## src/rtl/bsg_scatter_gather_pkg.sv

```systemverilog
// Shared types and helpers for the scatter/gather lane packer.
package bsg_scatter_gather_pkg;

  typedef enum logic {
    RUN   = 1'b0,
    FLUSH = 1'b1
  } sg_state_e;

  // Width needed to hold a lane count in the range 0..lanes.
  function automatic int count_width(input int lanes);
    return $clog2(lanes + 1);
  endfunction

endpackage

```

## src/rtl/bsg_compact_lanes.sv

```systemverilog
// Combinational lane compactor: packs masked lanes to the bottom in ascending
// order, and reports the popcount and, per output lane, its source lane index.
module bsg_compact_lanes
  import bsg_scatter_gather_pkg::*;
#(
  parameter int lanes_p = 4,
  parameter int width_p = 8,
  localparam int cw_lp = count_width(lanes_p),
  localparam int iw_lp = $clog2(lanes_p)
) (
  input  logic [lanes_p*width_p-1:0] data_i,
  input  logic [lanes_p-1:0]         mask_i,
  output logic [lanes_p*width_p-1:0] data_o,
  output logic [cw_lp-1:0]           count_o,
  output logic [lanes_p*iw_lp-1:0]   src_idx_o
);

  // Running prefix sum of the mask gives each valid lane its output slot.
  always_comb begin
    int pos;
    pos       = 0;
    data_o    = '0;
    src_idx_o = '0;
    for (int i = 0; i < lanes_p; i++) begin
      if (mask_i[i]) begin
        data_o[pos*width_p +: width_p]  = data_i[i*width_p +: width_p];
        src_idx_o[pos*iw_lp +: iw_lp]   = iw_lp'(i);
        pos = pos + 1;
      end
    end
    count_o = cw_lp'(pos);
  end

endmodule

```

## src/rtl/bsg_scatter_gather_packer.sv

```systemverilog
// Streaming lane packer: merges compacted input lanes behind a residue of
// earlier lanes and emits dense beats of lanes_p lanes, flushing at packet end.
//
// state | meaning
// RUN   | accepting input beats
// FLUSH | input stalled; residue left over after a last beat is emitted next
module bsg_scatter_gather_packer
  import bsg_scatter_gather_pkg::*;
#(
  parameter int lanes_p = 4,
  parameter int width_p = 8,
  localparam int cw_lp = count_width(lanes_p),
  localparam int iw_lp = $clog2(lanes_p)
) (
  input  logic                       clk_i,
  input  logic                       reset_n_i,
  input  logic                       v_i,
  output logic                       ready_o,
  input  logic [lanes_p*width_p-1:0] data_i,
  input  logic [lanes_p-1:0]         mask_i,
  input  logic                       last_i,
  output logic                       v_o,
  input  logic                       yumi_i,
  output logic [lanes_p*width_p-1:0] data_o,
  output logic [cw_lp-1:0]           count_o,
  output logic                       last_o
);

  sg_state_e                  state_q, state_n;
  logic [width_p-1:0]         res_q [lanes_p-1];
  logic [cw_lp-1:0]           occ_q;
  logic [lanes_p*width_p-1:0] data_q;
  logic [cw_lp-1:0]           count_q;
  logic                       last_q;
  logic                       v_q;

  logic [lanes_p*width_p-1:0] comp_data;
  logic [cw_lp-1:0]           comp_count;
  logic [lanes_p*iw_lp-1:0]   src_idx;
  logic [width_p-1:0]         merged [2*lanes_p-1];
  logic [lanes_p*width_p-1:0] res_flat;
  int                         total;
  logic                       out_free;
  logic                       accept;
  logic                       flush_emit;

  bsg_compact_lanes #(
    .lanes_p(lanes_p),
    .width_p(width_p)
  ) compact (
    .data_i   (data_i),
    .mask_i   (mask_i),
    .data_o   (comp_data),
    .count_o  (comp_count),
    .src_idx_o(src_idx)
  );

  // Merge residue (oldest) ahead of compacted input; lanes past total stay zero.
  always_comb begin
    int off;
    total = int'(occ_q) + int'(comp_count);
    for (int j = 0; j < 2*lanes_p-1; j++) begin
      off = j - int'(occ_q);
      if (off >= 0 && off < lanes_p) merged[j] = comp_data[off*width_p +: width_p];
      else                           merged[j] = '0;
    end
    for (int j = 0; j < lanes_p-1; j++) begin
      if (j < int'(occ_q)) merged[j] = res_q[j];
    end
    res_flat = '0;
    for (int j = 0; j < lanes_p-1; j++) res_flat[j*width_p +: width_p] = res_q[j];
  end

  // State register.
  always_ff @(posedge clk_i or negedge reset_n_i) begin
    if (!reset_n_i) state_q <= RUN;
    else            state_q <= state_n;
  end

  // Next state: a last beat that overflows leaves residue that needs its own beat.
  always_comb begin
    state_n = state_q;
    case (state_q)
      RUN:     if (accept && last_i && total > lanes_p) state_n = FLUSH;
      FLUSH:   if (out_free) state_n = RUN;
      default: state_n = RUN;
    endcase
  end

  // Handshake outputs; ready only depends on state and the consumer.
  always_comb begin
    out_free   = ~v_q | yumi_i;
    ready_o    = (state_q == RUN) & out_free;
    flush_emit = (state_q == FLUSH) & out_free;
    accept     = v_i & ready_o;
  end

  // Output register and residue update; residue lanes beyond occ are kept zero.
  always_ff @(posedge clk_i or negedge reset_n_i) begin
    if (!reset_n_i) begin
      v_q     <= 1'b0;
      data_q  <= '0;
      count_q <= '0;
      last_q  <= 1'b0;
      occ_q   <= '0;
      for (int j = 0; j < lanes_p-1; j++) res_q[j] <= '0;
    end else if (flush_emit) begin
      v_q     <= 1'b1;
      data_q  <= res_flat;
      count_q <= occ_q;
      last_q  <= 1'b1;
      occ_q   <= '0;
      for (int j = 0; j < lanes_p-1; j++) res_q[j] <= '0;
    end else if (accept) begin
      if (total >= lanes_p) begin
        v_q     <= 1'b1;
        count_q <= cw_lp'(lanes_p);
        last_q  <= last_i & (total == lanes_p);
        occ_q   <= cw_lp'(total - lanes_p);
        for (int j = 0; j < lanes_p; j++)   data_q[j*width_p +: width_p] <= merged[j];
        for (int j = 0; j < lanes_p-1; j++) res_q[j] <= merged[j+lanes_p];
      end else if (last_i) begin
        v_q     <= 1'b1;
        count_q <= cw_lp'(total);
        last_q  <= 1'b1;
        occ_q   <= '0;
        for (int j = 0; j < lanes_p; j++)   data_q[j*width_p +: width_p] <= merged[j];
        for (int j = 0; j < lanes_p-1; j++) res_q[j] <= '0;
      end else begin
        v_q   <= 1'b0;
        occ_q <= cw_lp'(total);
        for (int j = 0; j < lanes_p-1; j++) res_q[j] <= merged[j];
      end
    end else if (yumi_i) begin
      v_q <= 1'b0;
    end
  end

  // Sanity check that the forward map agrees with the compacted lanes.
  always_ff @(posedge clk_i) begin
    if (reset_n_i && accept) begin
      for (int j = 0; j < lanes_p; j++) begin
        if (j < int'(comp_count))
          assert (comp_data[j*width_p +: width_p] ==
                  data_i[int'(src_idx[j*iw_lp +: iw_lp])*width_p +: width_p]);
      end
    end
  end

  assign v_o     = v_q;
  assign data_o  = data_q;
  assign count_o = count_q;
  assign last_o  = last_q;

endmodule

```

## config.mk

```make
export PLATFORM = sky130hd
export DESIGN_NAME = bsg_scatter_gather_packer
export DESIGN_NICKNAME = d
export VERILOG_FILES = /design/src/rtl/bsg_scatter_gather_pkg.sv /design/src/rtl/bsg_compact_lanes.sv /design/src/rtl/bsg_scatter_gather_packer.sv
export SDC_FILE = /design/constraint.sdc
export NUM_CORES = 1
export LEC_CHECK = 0
export CORE_ASPECT_RATIO = 0.75
export CORE_MARGIN = 5
export CORE_UTILIZATION = 34
export DETAILED_ROUTE_END_ITERATION = 10
export DONT_BUFFER_PORTS = 1
export PLACE_DENSITY = 0.52
export SYNTH_ARGS = -nofsm -noshare
export SYNTH_HDL_FRONTEND = slang
export SYNTH_SLANG_ARGS = --single-unit
```

## constraint.sdc

```tcl
create_clock -name clk_i -period 3 [get_ports clk_i]
set_clock_uncertainty 0.1 [all_clocks]
set_input_delay 0.9 -clock clk_i [delete_from_list [all_inputs] [get_ports clk_i]]
set_output_delay 0.9 -clock clk_i [all_outputs]
set_load 0.02 [all_outputs]
```

==> flow_metrics.py, run 1 <==
metrics = {
    "routing": {
        "wire_per_inst_um": 24.22,
        "wirelength_mm": 21.17,
        "dr.pass1.iters": 5,
        "drt_iter0_markers": 515,
        "via_per_inst": 6.100,
        "postRouteAntennaNets": 0,
        "drt_drc_violations_left": 0,
        "via_count": 5331,
    },
    "layout": {
        "fin_cells": 874,
        "diodes": 0,
        "multiInputGateArea_um2": 3799,
        "fin_nets": 728,
        "fin_util": 0.4589,
        "postLayoutCellArea_um2": 7009,
        "drive_gt1_frac": 0.3632,
        "fill_cells": 1486,
        "register_area_um2": 1627,
        "area_delta_synth_final_pct": 32.47,
    },
    "yosys": {
        "ys.flop_type": "dfrtp_1",
        "synth_area_um2": 5291,
        "ys_seq_area_frac": 0.3074,
        "avgSynthCellArea_um2": 9.076,
        "ys_types": 73,
        "yosys_register_bits": 65,
        "yosys_warnings": 0,
        "synthCells": 583,
        "syn_nets": 647,
        "synth_edf_count": 0,
        "async_reset_ff_frac": 1.000,
    },
    "clocking": {
        "h-tree-depth": 3,
        "cts.sinks": 65,
        "cts_buffers": 9,
        "cts.clk_slew.worst_paths_ps": 60,
        "cts_tree": "yes",
        "ctsRootBufferMaster": "clkbuf_16",
        "ctsHoldBuffers": 0,
        "clk-insertion-delay-late_ps": 340,
        "max-clock-path-buffers": 2,
    },
    "timing": {
        "period_share": 1.257,
        "slew-limit-headroom": 0.5256,
        "setup_ws_ps": -772.0,
        "tightest_slew_ps": 709.8,
        "fin_crit_ps": 3772,
        "timing.fmax_mhz": 265.1,
        "setup_viol": 65,
        "final_hold_viol_count": 0,
        "rsz0062_at_grt": "yes",
        "final_max_slew_viol_count": 0,
        "fin_tns_setup_ps": -39010,
        "whs_ps": 159.7,
    },
    "grt": {
        "use_met1": 0.3100,
        "grt_use_met3": 0.06983,
        "use_met2": 0.3334,
        "grt_start_max_net_pins": 66,
        "first_global_vias": 5378,
        "busiest_layer": "met2",
        "grt_overflow": 0,
        "grt_pass1_wl_mm": 31.80,
        "grt_usage": 0.2230,
        "antenna_found_initial": 0,
    },
    "placement": {
        "dp_slack_ps": -1298,
        "place_area_um2": 6231,
        "place_congestion": 0.9833,
        "io_buffers": 0,
        "dp_cells": 848,
        "dp_hpwl_mm": 15.97,
    },
    "setup_path": {
        "critical_path_required_ps": 3170,
        "startpoint_type": "primary input",
        "path_cells": "inv_8 -> fa_2 -> ha_4 -> mux2i_4 -> buf_6 -> ha_4 -> and2_4 -> o31a_1 -> buf_6 -> or4_4 -> o21ai_4 -> a22o_1",
        "cp_slowest_cell": "fa_2",
        "critical_path.max_fanout": 11,
        "path_depth": 12,
        "critical_path.top_delay_family": "adder cells",
        "cpPeakStageDelay_ps": 630,
        "rrSetupSlack_ps": 120,
        "arrival_ps": 3940,
        "timing_worst_setup_path_type": "in2reg",
        "endpoint_kind": "register",
        "ff2ff_path_depth": 7,
        "cp_num_buf_inv": 3,
    },
    "power_and_ir_drop": {
        "report.power.total_mw": 6.677,
        "power_leakage_nw": 2.982,
        "combinationalPowerShare": 0.601,
        "swShare": 0.4726,
        "p_int_mw": 3.521,
        "cellPowerDensity_nw_per_um2": 952.6,
        "p_sw_mw": 3.155,
        "clockPowerShare": 0.147,
        "vdd_ir_drop_max_v": 0.0004237,
        "sequentialPowerShare": 0.252,
    },
    "floorplanning": {
        "coreArea_um2": 15270,
        "dieArea_um2": 18180,
        "die_h_um": 118.0,
        "rows": 39,
        "start_util": 0.3464,
        "io_pins": 79,
        "chipWidth_um": 154.1,
    },
    "outcome": {
        "status": "complete, but fails checks",
        "violations": "setup timing",
    },
    "hold_path": {
        "hp-class": "in2async",
    },
    "run": {
        "cap_violations": 0,
    },
}
-- worst paths after layout --
kind / startpoint / to
setup / recovery: mask_i[1] / res_flat[11]
hold / removal: reset_n_i / res_flat[13]
setup reg to reg: occ_q[2] / res_flat[11]
hold reg to reg: res_flat[14] / res_flat[14]
max in group asynchronous: reset_n_i / res_flat[4]
min in group clk_i: res_flat[14] / res_flat[14]
-- repair_timing --
action	4_1_cts	5_1_grt
resized for setup	41	68
setup buffers	8	4
gates cloned	0	2
pin swaps	26	26
endpoints found under the setup margin	65	65
-- cell type report --
cell class                 count  share of cell area
clock buffer                   9             0.03213
tap                          205             0.03659
multi-input combinational    459              0.5419
inverter                      15             0.01017
clock inverter                 7            0.006783
timing repair buffer         114              0.1403
sequential                    65              0.2321
-- flip-flops by register name, summed over array words and instances, names as in the netlist --
signal	flops
count_o	3
data_o	32
last_o	1
occ_q	3
res_flat	24
state_q	1
v_o	1
-- routing by layer --
| layer | wire length (um) | part of all wire |
|---|---|---|
| met3 | 1857 | 0.088 |
| met5 | 0 | 0 |
| met4 | 459 | 0.022 |
| met2 | 9299 | 0.44 |
| met1 | 9556 | 0.45 |
-- power by group through the flow --
stage,sequential [mW],clock [mW],combinational (mW)
2_1_floorplan,1.59,0,2.22
3_3_place_gp,1.68,0,3.43
3_5_place_dp,1.69,0,3.47
4_1_cts,1.68,0.999,3.68
5_1_grt,1.73,1.04,4.29
6_report,1.68,0.982,4.01
-- kinds of logic after synthesis --
| logic type | synth area share |
|---|---|
| flops | 0.3074 |
| fa+ha+maj | 0.05722 |
| mux | 0.08536 |
| simple gates | 0.2034 |
| compound gates | 0.2894 |
| xor+xnor | 0.003311 |
| buf+inv | 0.05391 |
-- synthesized netlist by cell type, drive strengths merged, types with 5 or more instances --
cell,n,area (um^2)
dfrtp,65,1627
inv,15,56.30
clkbuf,24,92.59
buf,20,136.4
nor2,26,97.59
a211o,5,43.79
nand4,6,52.55
nor2b,20,125.1
o211ai,8,60.06
and2,11,68.82
a22o,12,105.1
mux2i,26,260.3
a221o,9,90.09
nand3,10,50.05
or2,5,31.28
a22oi,32,240.2
nand2,49,183.9
a32o,10,100.1
and3,15,98.84
nor3,5,25.02
a21o,8,60.06
mux2,17,191.4
o22ai,12,81.33
o21ai,37,200.2
a32oi,10,87.58
a31oi,8,50.05
ha,21,262.8
o221ai,9,78.83
nand3b,19,142.6
a21oi,12,60.06
a221oi,10,93.84
-- layout by cell type, fill, tap and decap left out, types with 5 or more instances in the layout --
master / count
o21ai_0: 12
a22o_1: 12
a221o_1: 9
a32o_1: 10
nor2b_1: 17
a21oi_1: 10
buf_6: 16
nand3_1: 5
a221oi_1: 5
buf_4: 93
ha_1: 15
a211o_1: 5
a22oi_1: 30
o211ai_1: 8
mux2i_1: 20
a32oi_1: 10
nor2_1: 21
nand3b_1: 19
nand2_1: 44
mux2_2: 17
inv_2: 6
dfrtp_1: 65
nand2_2: 5
inv_1: 7
o221ai_1: 5
and2_1: 9
nand3_2: 5
a221oi_2: 5
a21o_1: 8
o22ai_1: 11
o21ai_1: 17
and3_1: 11
nand4_1: 5
clkbuf_16: 10
a31oi_1: 8
(Power assumes the default switching activity.)
==> run 2, diff against run 1 <==
Settings changed: RECOVER_POWER set to 25.
==> results of run 2 <==
Same layout as run 1: the final DEF is identical, and so are final timing and power.
==> run 3, diff against run 2 <==
Settings changed: DONT_BUFFER_PORTS 1 to unset, PLACE_DENSITY 0.52 to 0.58.
==> flow_metrics.py, run 3 (synthesized netlist as in run 1, its figures left out) <==
metrics = {
    "timing": {
        "setup_ws_ps": -863.5,
        "timing.fmax_mhz": 258.8,
        "setup_viol": 65,
        "whs_ps": 385.5,
        "fin_crit_ps": 3864,
        "final_max_slew_viol_count": 24,
        "tightest_slew_ps": 1532,
        "rsz0062_at_grt": "yes",
        "slew-limit-headroom": -0.02163,
        "final_hold_viol_count": 0,
        "period_share": 1.288,
    },
    "clocking": {
        "cts_tree": "yes",
        "cts.clk_slew.worst_paths_ps": 60,
        "cts.sinks": 65,
        "max-clock-path-buffers": 2,
        "cts_buffers": 9,
        "h-tree-depth": 3,
        "clk-insertion-delay-late_ps": 340,
        "ctsRootBufferMaster": "clkbuf_16",
    },
    "floorplanning": {
        "dieArea_um2": 18180,
        "chipWidth_um": 154.1,
        "start_util": 0.3464,
        "coreArea_um2": 15270,
        "die_h_um": 118.0,
        "io_pins": 79,
        "rows": 39,
    },
    "layout": {
        "area_delta_synth_final_pct": 54.01,
        "fill_cells": 1379,
        "final_cell_mix": "buf_4 (117), clkdlybuf4s50_1 (73), dfrtp_1 (65), nand2_1 (44), mux2i_1 (25)",
        "diodes": 0,
        "fin_nets": 838,
        "largest_register_ffs": 32,
        "final_common_cell": "buf_4",
        "drive_gt1_frac": 0.3659,
    },
    "routing": {
        "via_count": 5744,
        "postRouteAntennaNets": 0,
        "dr.pass1.iters": 5,
        "wirelength_mm": 21.46,
        "wire_per_inst_um": 21.81,
        "drt_iter0_markers": 437,
        "drt_drc_violations_left": 0,
        "via_per_inst": 5.837,
    },
    "setup_path": {
        "critical_path.top_delay_family": "adder cells",
        "endpoint_kind": "register",
        "r2r-start": "occ_q[0]",
        "startpoint_type": "primary input",
        "cp_slowest_cell": "fa_2",
        "cpPeakStageDelay_ps": 680,
        "path_cells": "buf_8 -> inv_4 -> fa_2 -> ha_4 -> mux2i_4 -> buf_6 -> ha_4 -> and2_4 -> o31a_1 -> buf_4 -> or3_4 -> buf_8 -> a21o_4 -> o221a_4 -> o21ai_2",
        "cp_num_buf_inv": 5,
        "arrival_ps": 4020,
        "critical_path.max_fanout": 8,
        "ff2ff_path_depth": 8,
        "r2r-end": "res_flat[2]",
        "rrSetupSlack_ps": 120,
        "timing_worst_setup_path_type": "in2reg",
        "critical_path_required_ps": 3160,
    },
    "power_and_ir_drop": {
        "p_int_mw": 4.056,
        "power_leakage_nw": 3.473,
        "clockPowerShare": 0.145,
        "report.power.total_mw": 7.370,
        "sequentialPowerShare": 0.197,
        "cellPowerDensity_nw_per_um2": 904.4,
        "combinationalPowerShare": 0.659,
        "swShare": 0.4496,
        "vdd_ir_drop_max_v": 0.0005545,
        "p_sw_mw": 3.314,
    },
    "grt": {
        "grt_overflow": 0,
        "busiest_layer": "met2",
        "use_met2": 0.3481,
        "first_global_vias": 5867,
        "use_met1": 0.3364,
        "grt_pass1_wl_mm": 33.75,
        "grt_start_max_net_pins": 44,
        "grt_usage": 0.2315,
        "grt_use_met3": 0.05292,
        "antenna_found_initial": 1,
    },
    "outcome": {
        "status": "complete, but fails checks",
        "violations": "capacitance limit, slew limit, setup timing",
    },
    "placement": {
        "place_congestion": 0.9689,
        "dp_hpwl_mm": 16.11,
        "io_buffers": 78,
        "dp_slack_ps": -1795,
    },
    "hold_path": {
        "min_to": "res_flat[23]",
        "hp-class": "reg2reg",
        "hp-start": "res_flat[23]",
        "hold_depth": 2,
    },
    "run": {
        "cap_violations": 1,
    },
}
run 3: cell count changes in the layout (fill, tap and decap cells not counted), sizes merged:
| cell | delta |
|---|---|
| clkinv | +1 |
| bufinv | +1 |
| clkbuf | +2 |
| and2 | +1 |
| buf | +34 |
| clkdlybuf4s50 | +73 |
| clkinvlp | -2 |
run 3: metrics by stage:
| stage | area (um^2) | util | cells | TNS [ps] |
|---|---|---|---|---|
| after CTS | 8004 | 0.5240 | 980 | -44650 |
| final | 8149 | 0.5335 | 984 | -47060 |
| after global placement | 7174 | 0.4697 | 945 | -100570 |
| after detailed placement | 7174 | 0.4697 | 945 | -106620 |
| after global routing | 8149 | 0.5335 | 984 | -53180 |
| after floorplan | 5423 | - | 583 | -68270 |
run 3: worst min-delay path: stages, from the launching register on:
cell,delay [ps]
dfrtp_1,340
nand2_1,50
o21ai_1,60
run 3: layout make-up:
cell class,instances,area [um^2],area share
clock inverters,7,71.32,0.008752
inverters,15,58.81,0.007216
clock buffers,9,225.2,0.02764
multi-input cells,460,3890,0.4774
repair buffers,223,2021,0.2480
flip-flops and latches,65,1627,0.1996
well taps,205,256.5,0.03148
run 3: how the worst max path moves through the flow:
stage | to | slack (ps) | cells after the start | start
final | res_flat[13] | -860 | 15 | mask_i[0]
after global routing | res_flat[3] | -920 | 15 | mask_i[0]
after CTS | res_flat[13] | -820 | 15 | mask_i[0]
after detailed placement | res_flat[3] | -1790 | 14 | mask_i[2]
after global placement | res_flat[2] | -1770 | 14 | mask_i[2]
after floorplan | data_o[17] | -1140 | 17 | mask_i[2]
run 3: routing by layer:
metal	wire [um]	up-vias
li1	-	2653
met1	10290	2825
met2	9434	230
met3	1352	34
met4	367	2
met5	13	-
run 3: repair_timing:
action / 4_1_cts / 5_1_grt
hold buffers: 0 / 0
pin swaps: 27 / 20
buffers inserted: 18 / 5
setup endpoints to repair: 66 / 66
gates cloned: 1 / 0
resized for setup: 104 / 32
run 3: power groups by stage:
stage | clock (mW) | sequential (mW) | combinational, mW
after floorplan | 0 | 1.59 | 2.22
after global placement | 0 | 1.42 | 4.11
after detailed placement | 0 | 1.43 | 4.14
after CTS | 1.08 | 1.43 | 4.67
after global routing | 1.13 | 1.49 | 5.20
final | 1.07 | 1.45 | 4.86
